===== config.mk =====
export PLATFORM = sky130hd
export DESIGN_NAME = prbs_bert_controller_flat
export DESIGN_NICKNAME = d
export VERILOG_FILES = /design/src/rtl/prbs_pkg.sv /design/src/rtl/prbs_bert_controller_if.sv /design/src/rtl/prbs_sat_counter.sv /design/src/rtl/prbs_bert_controller.sv /design/src/flat_wrapper.sv
export SDC_FILE = /design/constraint.sdc
export NUM_CORES = 1
export LEC_CHECK = 0
export ABC_AREA = 1
export CORE_MARGIN = 3
export CORE_UTILIZATION = 25
export DETAILED_ROUTE_END_ITERATION = 12
export PLACE_DENSITY = 0.5
export SLEW_MARGIN = 40
export SYNTH_ARGS = -nofsm -noshare
export SYNTH_HDL_FRONTEND = slang
export SYNTH_SLANG_ARGS = --single-unit

===== constraint.sdc =====
create_clock -name clk_i -period 3.9 [get_ports clk_i]
set_clock_uncertainty 0.2 [all_clocks]
set_input_delay 0.78 -clock clk_i [delete_from_list [all_inputs] [get_ports clk_i]]
set_output_delay 0.78 -clock clk_i [all_outputs]
set_load 0.01 [all_outputs]

===== src/rtl/prbs_pkg.sv =====
// Shared types and constants for the PRBS BERT controller and its datapath neighbours.
package prbs_pkg;

  // Bits per cycle on the generator/monitor datapath this controller sequences
  localparam int OUTLENGTH = 1;

  typedef enum logic [2:0] {
    IDLE    = 3'd0,
    RESYNC  = 3'd1,
    ACQUIRE = 3'd2,
    MEASURE = 3'd3,
    DONE    = 3'd4
  } state_e;

  typedef enum logic [1:0] {
    STAT_OK      = 2'd0,
    STAT_TIMEOUT = 2'd1,
    STAT_ABORTED = 2'd2,
    STAT_RSVD    = 2'd3
  } status_e;

  function automatic int max3(input int a, input int b, input int c);
    int m;
    m = (a > b) ? a : b;
    return (m > c) ? m : c;
  endfunction

endpackage


===== src/rtl/prbs_bert_controller_if.sv =====
// Control/status bundle between the test layer, PRBS monitor and the BERT controller.
interface prbs_bert_controller_if #(
  parameter int ERRW = 16
);
  logic            start;
  logic            abort;
  logic            lock;
  logic            bit_error;
  logic            mon_rst_n;
  logic            gen_en;
  logic            busy;
  logic            done;
  logic            pass;
  logic [1:0]      status;
  logic [ERRW-1:0] err_count;
  logic [ERRW-1:0] loss_count;

  // master: test layer + monitor side; slave: the controller
  modport master (
    output start, abort, lock, bit_error,
    input  mon_rst_n, gen_en, busy, done, pass, status, err_count, loss_count
  );

  modport slave (
    input  start, abort, lock, bit_error,
    output mon_rst_n, gen_en, busy, done, pass, status, err_count, loss_count
  );
endinterface


===== src/rtl/prbs_sat_counter.sv =====
// Saturating up-counter with synchronous clear; exposes next value for same-cycle decisions.
module prbs_sat_counter #(
  parameter int W = 16
) (
  input  logic         clk_i,
  input  logic         rst_i,
  input  logic         clr_i,
  input  logic         en_i,
  output logic [W-1:0] cnt_o,
  output logic [W-1:0] cnt_nxt_o
);
  logic [W-1:0] cnt_q, cnt_d;

  always_comb begin
    cnt_d = cnt_q;
    if (clr_i)                       cnt_d = '0;
    else if (en_i && (cnt_q != '1))  cnt_d = cnt_q + W'(1);
  end

  always_ff @(posedge clk_i) begin
    if (rst_i) cnt_q <= '0;
    else       cnt_q <= cnt_d;
  end

  assign cnt_o     = cnt_q;
  assign cnt_nxt_o = cnt_d;
endmodule


===== src/rtl/prbs_bert_controller.sv =====
// BERT sequencer: resync monitor, wait for sustained lock, count errors over a window, report.
module prbs_bert_controller
  import prbs_pkg::*;
#(
  parameter int RST_CYCLES   = 4,
  parameter int LOCK_CONSEC  = 8,
  parameter int LOCK_TIMEOUT = 256,
  parameter int WINDOW       = 1024,
  parameter int ERRW         = 16,
  parameter int ERR_THRESH   = 0
) (
  input  logic clk_i,
  input  logic rst_i,
  prbs_bert_controller_if.slave bus
);
  localparam int TMAX = max3(RST_CYCLES, LOCK_TIMEOUT, WINDOW);
  localparam int TW   = $clog2(TMAX + 1);
  localparam int LW   = $clog2(LOCK_CONSEC + 1);

  state_e          state_q, state_d;
  logic [TW-1:0]   timer_q, timer_d;
  logic [LW-1:0]   lock_cnt_q, lock_cnt_d;
  logic            gen_en_q, gen_en_d;
  logic            mon_rst_n_q, mon_rst_n_d;
  logic            busy_q, busy_d;
  logic            done_q, done_d;
  logic            pass_q, pass_d;
  logic [1:0]      status_q, status_d;

  logic            running, go, abort_hit, lock_hit, tmo, meas_end, meas_cnt;
  logic [ERRW-1:0] err_cnt, err_nxt, loss_cnt, loss_nxt;

  assign running   = (state_q == RESYNC) || (state_q == ACQUIRE) || (state_q == MEASURE);
  // abort beats start; start only takes effect while idle or finished
  assign go        = bus.start && !bus.abort && !running;
  assign abort_hit = bus.abort && running;
  assign lock_hit  = (state_q == ACQUIRE) && bus.lock && (lock_cnt_q == LW'(LOCK_CONSEC - 1));
  assign tmo       = (state_q == ACQUIRE) && !bus.abort && !lock_hit && (timer_q == '0);
  assign meas_end  = (state_q == MEASURE) && !bus.abort && (timer_q == '0);
  assign meas_cnt  = (state_q == MEASURE) && !bus.abort;

  // ---- state register
  always_ff @(posedge clk_i) begin
    if (rst_i) state_q <= IDLE;
    else       state_q <= state_d;
  end

  // ---- next state
  always_comb begin
    state_d = state_q;
    case (state_q)
      IDLE, DONE: if (go) state_d = RESYNC;
      RESYNC: begin
        if (bus.abort)           state_d = DONE;
        else if (timer_q == '0)  state_d = ACQUIRE;
      end
      ACQUIRE: begin
        if (bus.abort)           state_d = DONE;
        else if (lock_hit)       state_d = MEASURE;
        else if (timer_q == '0)  state_d = DONE;
      end
      MEASURE: begin
        if (bus.abort)           state_d = DONE;
        else if (timer_q == '0)  state_d = DONE;
      end
      default:                   state_d = IDLE;
    endcase
  end

  // ---- outputs and datapath next values
  always_comb begin
    timer_d = (timer_q != '0) ? timer_q - TW'(1) : timer_q;
    // single phase timer, reloaded whenever a new state is entered
    if (state_d != state_q) begin
      case (state_d)
        RESYNC:  timer_d = TW'(RST_CYCLES - 1);
        ACQUIRE: timer_d = TW'(LOCK_TIMEOUT - 1);
        MEASURE: timer_d = TW'(WINDOW - 1);
        default: timer_d = '0;
      endcase
    end

    lock_cnt_d = '0;
    if (state_q == ACQUIRE && bus.lock) lock_cnt_d = lock_cnt_q + LW'(1);

    status_d = status_q;
    pass_d   = pass_q;
    if (go) begin
      status_d = STAT_OK;
      pass_d   = 1'b0;
    end else if (abort_hit) begin
      status_d = STAT_ABORTED;
      pass_d   = 1'b0;
    end else if (tmo) begin
      status_d = STAT_TIMEOUT;
      pass_d   = 1'b0;
    end else if (meas_end) begin
      status_d = STAT_OK;
      pass_d   = (err_nxt <= ERRW'(ERR_THRESH)) && (loss_nxt == '0);
    end

    gen_en_d    = (state_d == RESYNC) || (state_d == ACQUIRE) || (state_d == MEASURE);
    busy_d      = gen_en_d;
    mon_rst_n_d = (state_d == ACQUIRE) || (state_d == MEASURE) || (state_d == DONE);
    done_d      = (state_d == DONE) && (state_q != DONE);
  end

  always_ff @(posedge clk_i) begin
    if (rst_i) begin
      timer_q     <= '0;
      lock_cnt_q  <= '0;
      gen_en_q    <= 1'b0;
      mon_rst_n_q <= 1'b0;
      busy_q      <= 1'b0;
      done_q      <= 1'b0;
      pass_q      <= 1'b0;
      status_q    <= STAT_OK;
    end else begin
      timer_q     <= timer_d;
      lock_cnt_q  <= lock_cnt_d;
      gen_en_q    <= gen_en_d;
      mon_rst_n_q <= mon_rst_n_d;
      busy_q      <= busy_d;
      done_q      <= done_d;
      pass_q      <= pass_d;
      status_q    <= status_d;
    end
  end

  prbs_sat_counter #(.W(ERRW)) u_err_cnt (
    .clk_i     (clk_i),
    .rst_i     (rst_i),
    .clr_i     (go),
    .en_i      (meas_cnt && bus.bit_error),
    .cnt_o     (err_cnt),
    .cnt_nxt_o (err_nxt)
  );

  prbs_sat_counter #(.W(ERRW)) u_loss_cnt (
    .clk_i     (clk_i),
    .rst_i     (rst_i),
    .clr_i     (go),
    .en_i      (meas_cnt && !bus.lock),
    .cnt_o     (loss_cnt),
    .cnt_nxt_o (loss_nxt)
  );

  assign bus.gen_en     = gen_en_q;
  assign bus.mon_rst_n  = mon_rst_n_q;
  assign bus.busy       = busy_q;
  assign bus.done       = done_q;
  assign bus.pass       = pass_q;
  assign bus.status     = status_q;
  assign bus.err_count  = err_cnt;
  assign bus.loss_count = loss_cnt;
endmodule


===== src/flat_wrapper.sv =====
// flat-port wrapper written by rule: the top's interface ports become plain ports
module prbs_bert_controller_flat import prbs_pkg::*;
#(
  parameter int RST_CYCLES   = 4,
  parameter int LOCK_CONSEC  = 8,
  parameter int LOCK_TIMEOUT = 256,
  parameter int WINDOW       = 1024,
  parameter int ERRW         = 16,
  parameter int ERR_THRESH   = 0
)
  (clk_i, rst_i, bus_start, bus_abort, bus_lock, bus_bit_error, bus_mon_rst_n, bus_gen_en, bus_busy, bus_done, bus_pass, bus_status, bus_err_count, bus_loss_count);
  prbs_bert_controller_if #(.ERRW(ERRW)) bus_i ();
  input  logic clk_i;
  input  logic rst_i;
  input wire logic [$bits(bus_i.start)-1:0] bus_start;
  input wire logic [$bits(bus_i.abort)-1:0] bus_abort;
  input wire logic [$bits(bus_i.lock)-1:0] bus_lock;
  input wire logic [$bits(bus_i.bit_error)-1:0] bus_bit_error;
  output wire logic [$bits(bus_i.mon_rst_n)-1:0] bus_mon_rst_n;
  output wire logic [$bits(bus_i.gen_en)-1:0] bus_gen_en;
  output wire logic [$bits(bus_i.busy)-1:0] bus_busy;
  output wire logic [$bits(bus_i.done)-1:0] bus_done;
  output wire logic [$bits(bus_i.pass)-1:0] bus_pass;
  output wire logic [$bits(bus_i.status)-1:0] bus_status;
  output wire logic [$bits(bus_i.err_count)-1:0] bus_err_count;
  output wire logic [$bits(bus_i.loss_count)-1:0] bus_loss_count;
  assign bus_i.start = bus_start;
  assign bus_i.abort = bus_abort;
  assign bus_i.lock = bus_lock;
  assign bus_i.bit_error = bus_bit_error;
  assign bus_mon_rst_n = bus_i.mon_rst_n;
  assign bus_gen_en = bus_i.gen_en;
  assign bus_busy = bus_i.busy;
  assign bus_done = bus_i.done;
  assign bus_pass = bus_i.pass;
  assign bus_status = bus_i.status;
  assign bus_err_count = bus_i.err_count;
  assign bus_loss_count = bus_i.loss_count;
  prbs_bert_controller #(.RST_CYCLES(RST_CYCLES), .LOCK_CONSEC(LOCK_CONSEC), .LOCK_TIMEOUT(LOCK_TIMEOUT), .WINDOW(WINDOW), .ERRW(ERRW), .ERR_THRESH(ERR_THRESH)) u_core (.clk_i(clk_i), .rst_i(rst_i), .bus(bus_i));
endmodule

* Word-level counts from Yosys, hierarchy flattened *
Index checks and enable logic that the tools add are counted.
W data, S select, Z words.

cells by class
  add/sub/neg operators = 4
  $lt $le $gt $ge = 1
  equal/unequal tests = 13
  bitwise logic cells = 1
  multiplexer cells = 18
  reduce and logical (&&, ||, !) cells = 38

operators by type and width
  operator                 count
  $mux W16                 4
  $add A16 B1 Y16 const B  2
  $ne A16 B16 Y1 const B   2
  $pmux W10 S3             1
  $mux W11                 2
  $mux W3                  7
  $le A16 B1 Y1 const B    1
  $logic_and A1 B1 Y1      16
  $logic_not A16 Y1        1
  $eq A3 B2 Y1 const B     4
  $pmux W3 S4              1
  $logic_not A11 Y1        1
  $reduce_bool A11 Y1      1
  $sub A11 B1 Y11 const B  1
  $eq A3 B1 Y1 const B     2
  $eq A3 B3 Y1 const B     2
  $logic_or A1 B1 Y1       6
  $mux W2                  3
  $reduce_or A2 Y1         3
  $add A4 B1 Y4 const B    1
  $eq A4 B3 Y1 const B     1
  $logic_not A1 Y1         4
  $reduce_bool A2 Y1       2
  $reduce_or A4 Y1         1
  other kinds (6)          6

word-level totals
  flip-flop bits (word level) = 56
  input bits = 6
  logic and storage cells = 86
  output and inout port bits = 39

* Logic depth before layout (Yosys ltp) *
  word-level depth = 10
  depth in mapped cells = 18
  depth with buffers taken out = 18

* Modules after synthesis *
From an unflattened synthesis, not the netlist that was laid out.

second synthesis, totals
  cell total of the unflattened synthesis = 588
  area, all modules = 3679.8 µm²

by module, submodules not included
  module                cells an instance  area each (µm²)  seq. area each (µm²)  instances
  prbs_sat_counter      197                1131.1           320.3                 2
  prbs_bert_controller  194                1417.6           480.5                 1

* Least setup slack after synthesis *
No wires, ideal clock.

  path type = in2reg
  start = input port bus_abort
  end = register u_core.pass_q (netlist: u_core.bus.pass)
  library setup time = 0.066 ns
  data arrival time = 2.056 ns
  data required time = 3.634 ns
  cell stages on the path = 13
  path buffers = 2
  setup slack = 1.578 ns
  path through = buf_2 -> nor2_8 -> nand3_4 -> nor2_4 -> buf_6 -> nand3_1 -> nand3_2 -> nand2_1 -> nor2_1 -> nand2_1 -> nor2_1 -> nand2_1 -> a21oi_2

on the way
  word-level cells in the longest chain between the ends = 8
  elaborated cells between the ends (all ways) = 21
  classes of those cells = order compare (1); mux (4); reduce/logical (16)

RTL lines
  item                                                       line                                                      source
  from (decl)                                                flat_wrapper.sv:16                                        input wire logic [$bits(bus_i.abort)-1:0] bus_abort;
  $logic_not A1 Y1                                           -
  $logic_and A1 B1 Y1                                        prbs_bert_controller.sv:39, prbs_bert_controller.sv:40
  $logic_and A1 B1 Y1 (on tied branches)                     prbs_bert_controller.sv:134, prbs_bert_controller.sv:143
  $logic_and A1 B1 Y1                                        prbs_sat_counter.sv:17                                    else if (en_i && (cnt_q != '1)) cnt_d = cnt_q + W'(1);
  $mux W16                                                   prbs_sat_counter.sv:17
  $mux W16                                                   prbs_sat_counter.sv:16                                    if (clr_i) cnt_d = '0;
  $le A16 B1 Y1 / $logic_not A16 Y1 (equally long branches)  prbs_bert_controller.sv:99                                pass_d = (err_nxt <= ERRW'(ERR_THRESH)) && (loss_nxt == '0);
  $logic_and A1 B1 Y1                                        prbs_bert_controller.sv:99
  to (signal assigned)                                       prbs_bert_controller.sv:125                               pass_q <= pass_d;
  to (decl)                                                  prbs_bert_controller.sv:27                                logic pass_q, pass_d;

Parallel ways exist; a longest one is shown, timed or not.
A chain may end at the register's enable or synchronous reset.

* Final worst setup path *
Ends and elaborated chain as after synthesis.

==> flow_metrics.env <==
export IMPL_swShare_pct=31.5
export IMPL_worstPathRequired_ps=3940
export IMPL_yosysSeqAreaShare_pct=31.5
export IMPL_yosysMostFrequentCell="nand2_1"
export IMPL_grt_pass1_wl_um=16000
export IMPL_r2r_end="u_core.bus.pass$_SDFFE_PP0P_"
export IMPL_cts_max_level=2
export IMPL_path_buf_inv=1
export IMPL_whs_ps=248
export IMPL_critPathSlowestCell="clkdlybuf4s50_1"
export IMPL_grt_pass1_vias=3356
export IMPL_p_seq_share_pct=43.0
export IMPL_drt_iter0_markers=240
export IMPL_hold_viol_final=0
export IMPL_dieArea_um2=15700
export IMPL_finalSetupTns_ps=0
export IMPL_cp_start_kind="primary input"
export IMPL_synthToLayoutAreaGrowth_pct=20.6
export IMPL_rows=42
export IMPL_p_per_area_nw_per_um2=339
export IMPL_period_share_pct=75.3
export IMPL_synth_edf_count=0
export IMPL_synth_area_per_cell_um2=6.17
export IMPL_ys_types=35
export IMPL_power_switching_w=0.000459
export IMPL_nNetsFinal=627
export IMPL_r2r_start="u_core.u_err_cnt.cnt_o[0]$_SDFF_PP0_"
export IMPL_via_per_inst=4.46
export IMPL_postCtsHoldBufs=0
export IMPL_rsz0062_at_grt="no"
export IMPL_core_area_um2=13600
export IMPL_vias=3543
export IMPL_postSynth_asyncResetShare_pct=0
export IMPL_port_buffer_count=44
export IMPL_grt_max_degree=42
export IMPL_cts_root_buf="clkbuf_16"
export IMPL_holdCritPathClass="reg2reg"
export IMPL_fmax_ghz=0.341
export IMPL_r2r_cells=13
export IMPL_tightest_slew_ps=494
export IMPL_end_kind="flip-flop"
export IMPL_ant_nets=0
export IMPL_rrSetupSlack_ps=1440
export IMPL_p_comb_share_pct=24.6
export IMPL_antenna_found_initial=0
export IMPL_avgRoutedWirePerCell_um=11.9
export IMPL_track_usage_pct=12.3
export IMPL_dp_hpwl_um=7170
export IMPL_total_power_w=0.00146
export IMPL_relSlewSlack_pct=67.0
export IMPL_worstPathArrival_ps=2980
export IMPL_drv_slew=0
export IMPL_path_cells="clkdlybuf4s50_1, nor2_8, nand3_2, nor2_2, o21ai_1, nand3_1, nand2_1, nor2_1, nand2_1, nor2_1, nand2_1, a21oi_2"
export IMPL_period_needed_ps=2940
export IMPL_status="finished, final reports clean"
export IMPL_fillers=1487
export IMPL_worstHoldStart="u_core.lock_cnt_q[0]$_SDFF_PP0_"
export IMPL_firstDrtPassIters=4
export IMPL_syn_nets=588
export IMPL_wl_um=9450
export IMPL_post_cts_buffers=0
export IMPL_initial_core_util_pct=26.2
export IMPL_cts_tree="built"
export IMPL_die_x_um=125
export IMPL_cts_buffer_depth=2
export IMPL_cp_slowest_stage_delay_ps=660
export IMPL_clk_latency_ps=300
export IMPL_critical_path_top_delay_family="simple AND/OR/NAND/NOR gates"
export IMPL_holdPathStages=1
export IMPL_antenna_cells=0
export IMPL_cell_internal_pwr_w=0.00100
export IMPL_crit_top_cell="nand2_1"
export IMPL_cts_made_buffers=5
export IMPL_ys_warn_count=0
export IMPL_worstSetupPathType="in2reg"
export IMPL_cts_resized=0
export IMPL_final_cells=794
export IMPL_synth_top_cell_by_area="dfxtp_1"
export IMPL_cap_violations=0
export IMPL_clock_sinks=56
export IMPL_synth_ff_latch_count=56
export IMPL_die_y_um=125
export IMPL_ys_dominant_reg_cell="dfxtp_1"
export IMPL_synth_area_um2=3560
export IMPL_synth_top_area_share_pct=31.5
export IMPL_clk_pin_slew_ps=70
export IMPL_ir_worst_vdd_v=0.000208
export IMPL_worstSetupStartpoint="bus_abort"
export IMPL_drive_gt1_share_pct=7.61
export IMPL_overflow=0
export IMPL_synthTopCellsByArea="dfxtp_1 (31%), nand2_1 (20%), nor2_1 (11%)"
export IMPL_drc=0
export IMPL_io_pins=45
export IMPL_worst_path_max_fanout=11
export IMPL_min_to="u_core.lock_cnt_q[0]$_SDFF_PP0_"
export IMPL_clockPowerShare_pct=32.4
export IMPL_power_leakage_nw=1.80
export IMPL_ys_top_cells_by_count="nand2_1 (187), nor2_1 (100), inv_1 (60)"
export IMPL_place_inst=786
export IMPL_setup_violations=0
export IMPL_gp_congestion=0.847
export IMPL_syn_inst=578
-- cell families after synthesis --
| kind of cell | Yosys count | synth area share, % |
|---|---|---|
| simple gates | 393 | 49.4 |
| fa+ha+maj | 4 | 1.40 |
| xor+xnor | 16 | 3.93 |
| compound gates | 27 | 4.07 |
| buf+inv | 82 | 9.76 |
| flops | 56 | 31.5 |
-- layout make-up --
type                    instances  area (um^2)  share of cell area, %
well taps                     176          220                   5.12
flip-flops and latches         56         1120                   26.1
repair buffers                 46          455                   10.6
multi-input cells             440         2090                   48.7
inverters                      68          260                   6.06
clock buffers                   8          146                   3.41
-- stage by stage --
step | setup WS, ps | instance area, um^2 | utilization [%]
floorplan | 1580 | 3560 | -
global placement | 682 | 4150 | 30.5
detailed placement | 636 | 4150 | 30.5
CTS | 942 | 4300 | 31.6
global route | 753 | 4300 | 31.6
finish | 963 | 4300 | 31.6
-- state kept, by name, summed over array words and instances (netlist names) --
register,count
u_core.bus.pass,1
u_core.bus.status,2
u_core.state_q,3
u_core.bus.gen_en,1
u_core.bus.mon_rst_n,1
u_core.u_err_cnt.cnt_o,16
u_core.timer_q,11
u_core.lock_cnt_q,4
u_core.u_loss_cnt.cnt_o,16
u_core.bus.done,1
-- cell usage in the layout, fill, tap and decap left out, types with 7 or more instances in the layout --
| cell type | netlist | layout |
|---|---|---|
| a21oi_1 | 13 | 13 |
| clkdlybuf4s50_1 | 0 | 44 |
| dfxtp_1 | 56 | 56 |
| inv_1 | 60 | 60 |
| nand2_1 | 187 | 187 |
| nand2_2 | 10 | 10 |
| nand3_1 | 55 | 55 |
| nand4_1 | 15 | 15 |
| nor2_1 | 100 | 100 |
| xnor2_1 | 9 | 9 |
| xor2_1 | 7 | 7 |
-- per-layer routing --
layer	track usage, %	share of wire [%]	vias up
met5	0	0	-
met4	4.08	1.3	0
met3	2.56	3.9	11
met2	20.2	47	62
met1	16.0	48	1589
li1	-	-	1881
-- worst register-to-register path, stage by stage (launching register included) --
cell and delay (ps):
dfxtp_1 480, ha_1 300, nand3_1 140, nor2_1 250
nand3_1 140, nor2_1 210, nand3_1 90, nand3_1 110
nand2_1 60, nor2_1 80, nand2_1 70, nor2_1 100
nand2_1 60, a21oi_2 100
-- power groups by stage --
stage	registers (W)	clock network, W	logic, W
floorplan	0.000636	0	0.000291
global placement	0.000639	0	0.000358
detailed placement	0.000639	0	0.000363
CTS	0.000626	0.000488	0.000365
global route	0.000630	0.000506	0.000409
finish	0.000627	0.000473	0.000359
-- worst max path at each step --
stage | cells past startpoint | to
finish | 12 | u_core.bus.pass$_SDFFE_PP0P_
global route | 12 | u_core.bus.pass$_SDFFE_PP0P_
CTS | 12 | u_core.bus.pass$_SDFFE_PP0P_
detailed placement | 12 | u_core.bus.pass$_SDFFE_PP0P_
global placement | 12 | u_core.bus.pass$_SDFFE_PP0P_
floorplan | 13 | u_core.bus.pass$_SDFFE_PP0P_
Power figures use the tool's default switching activity.
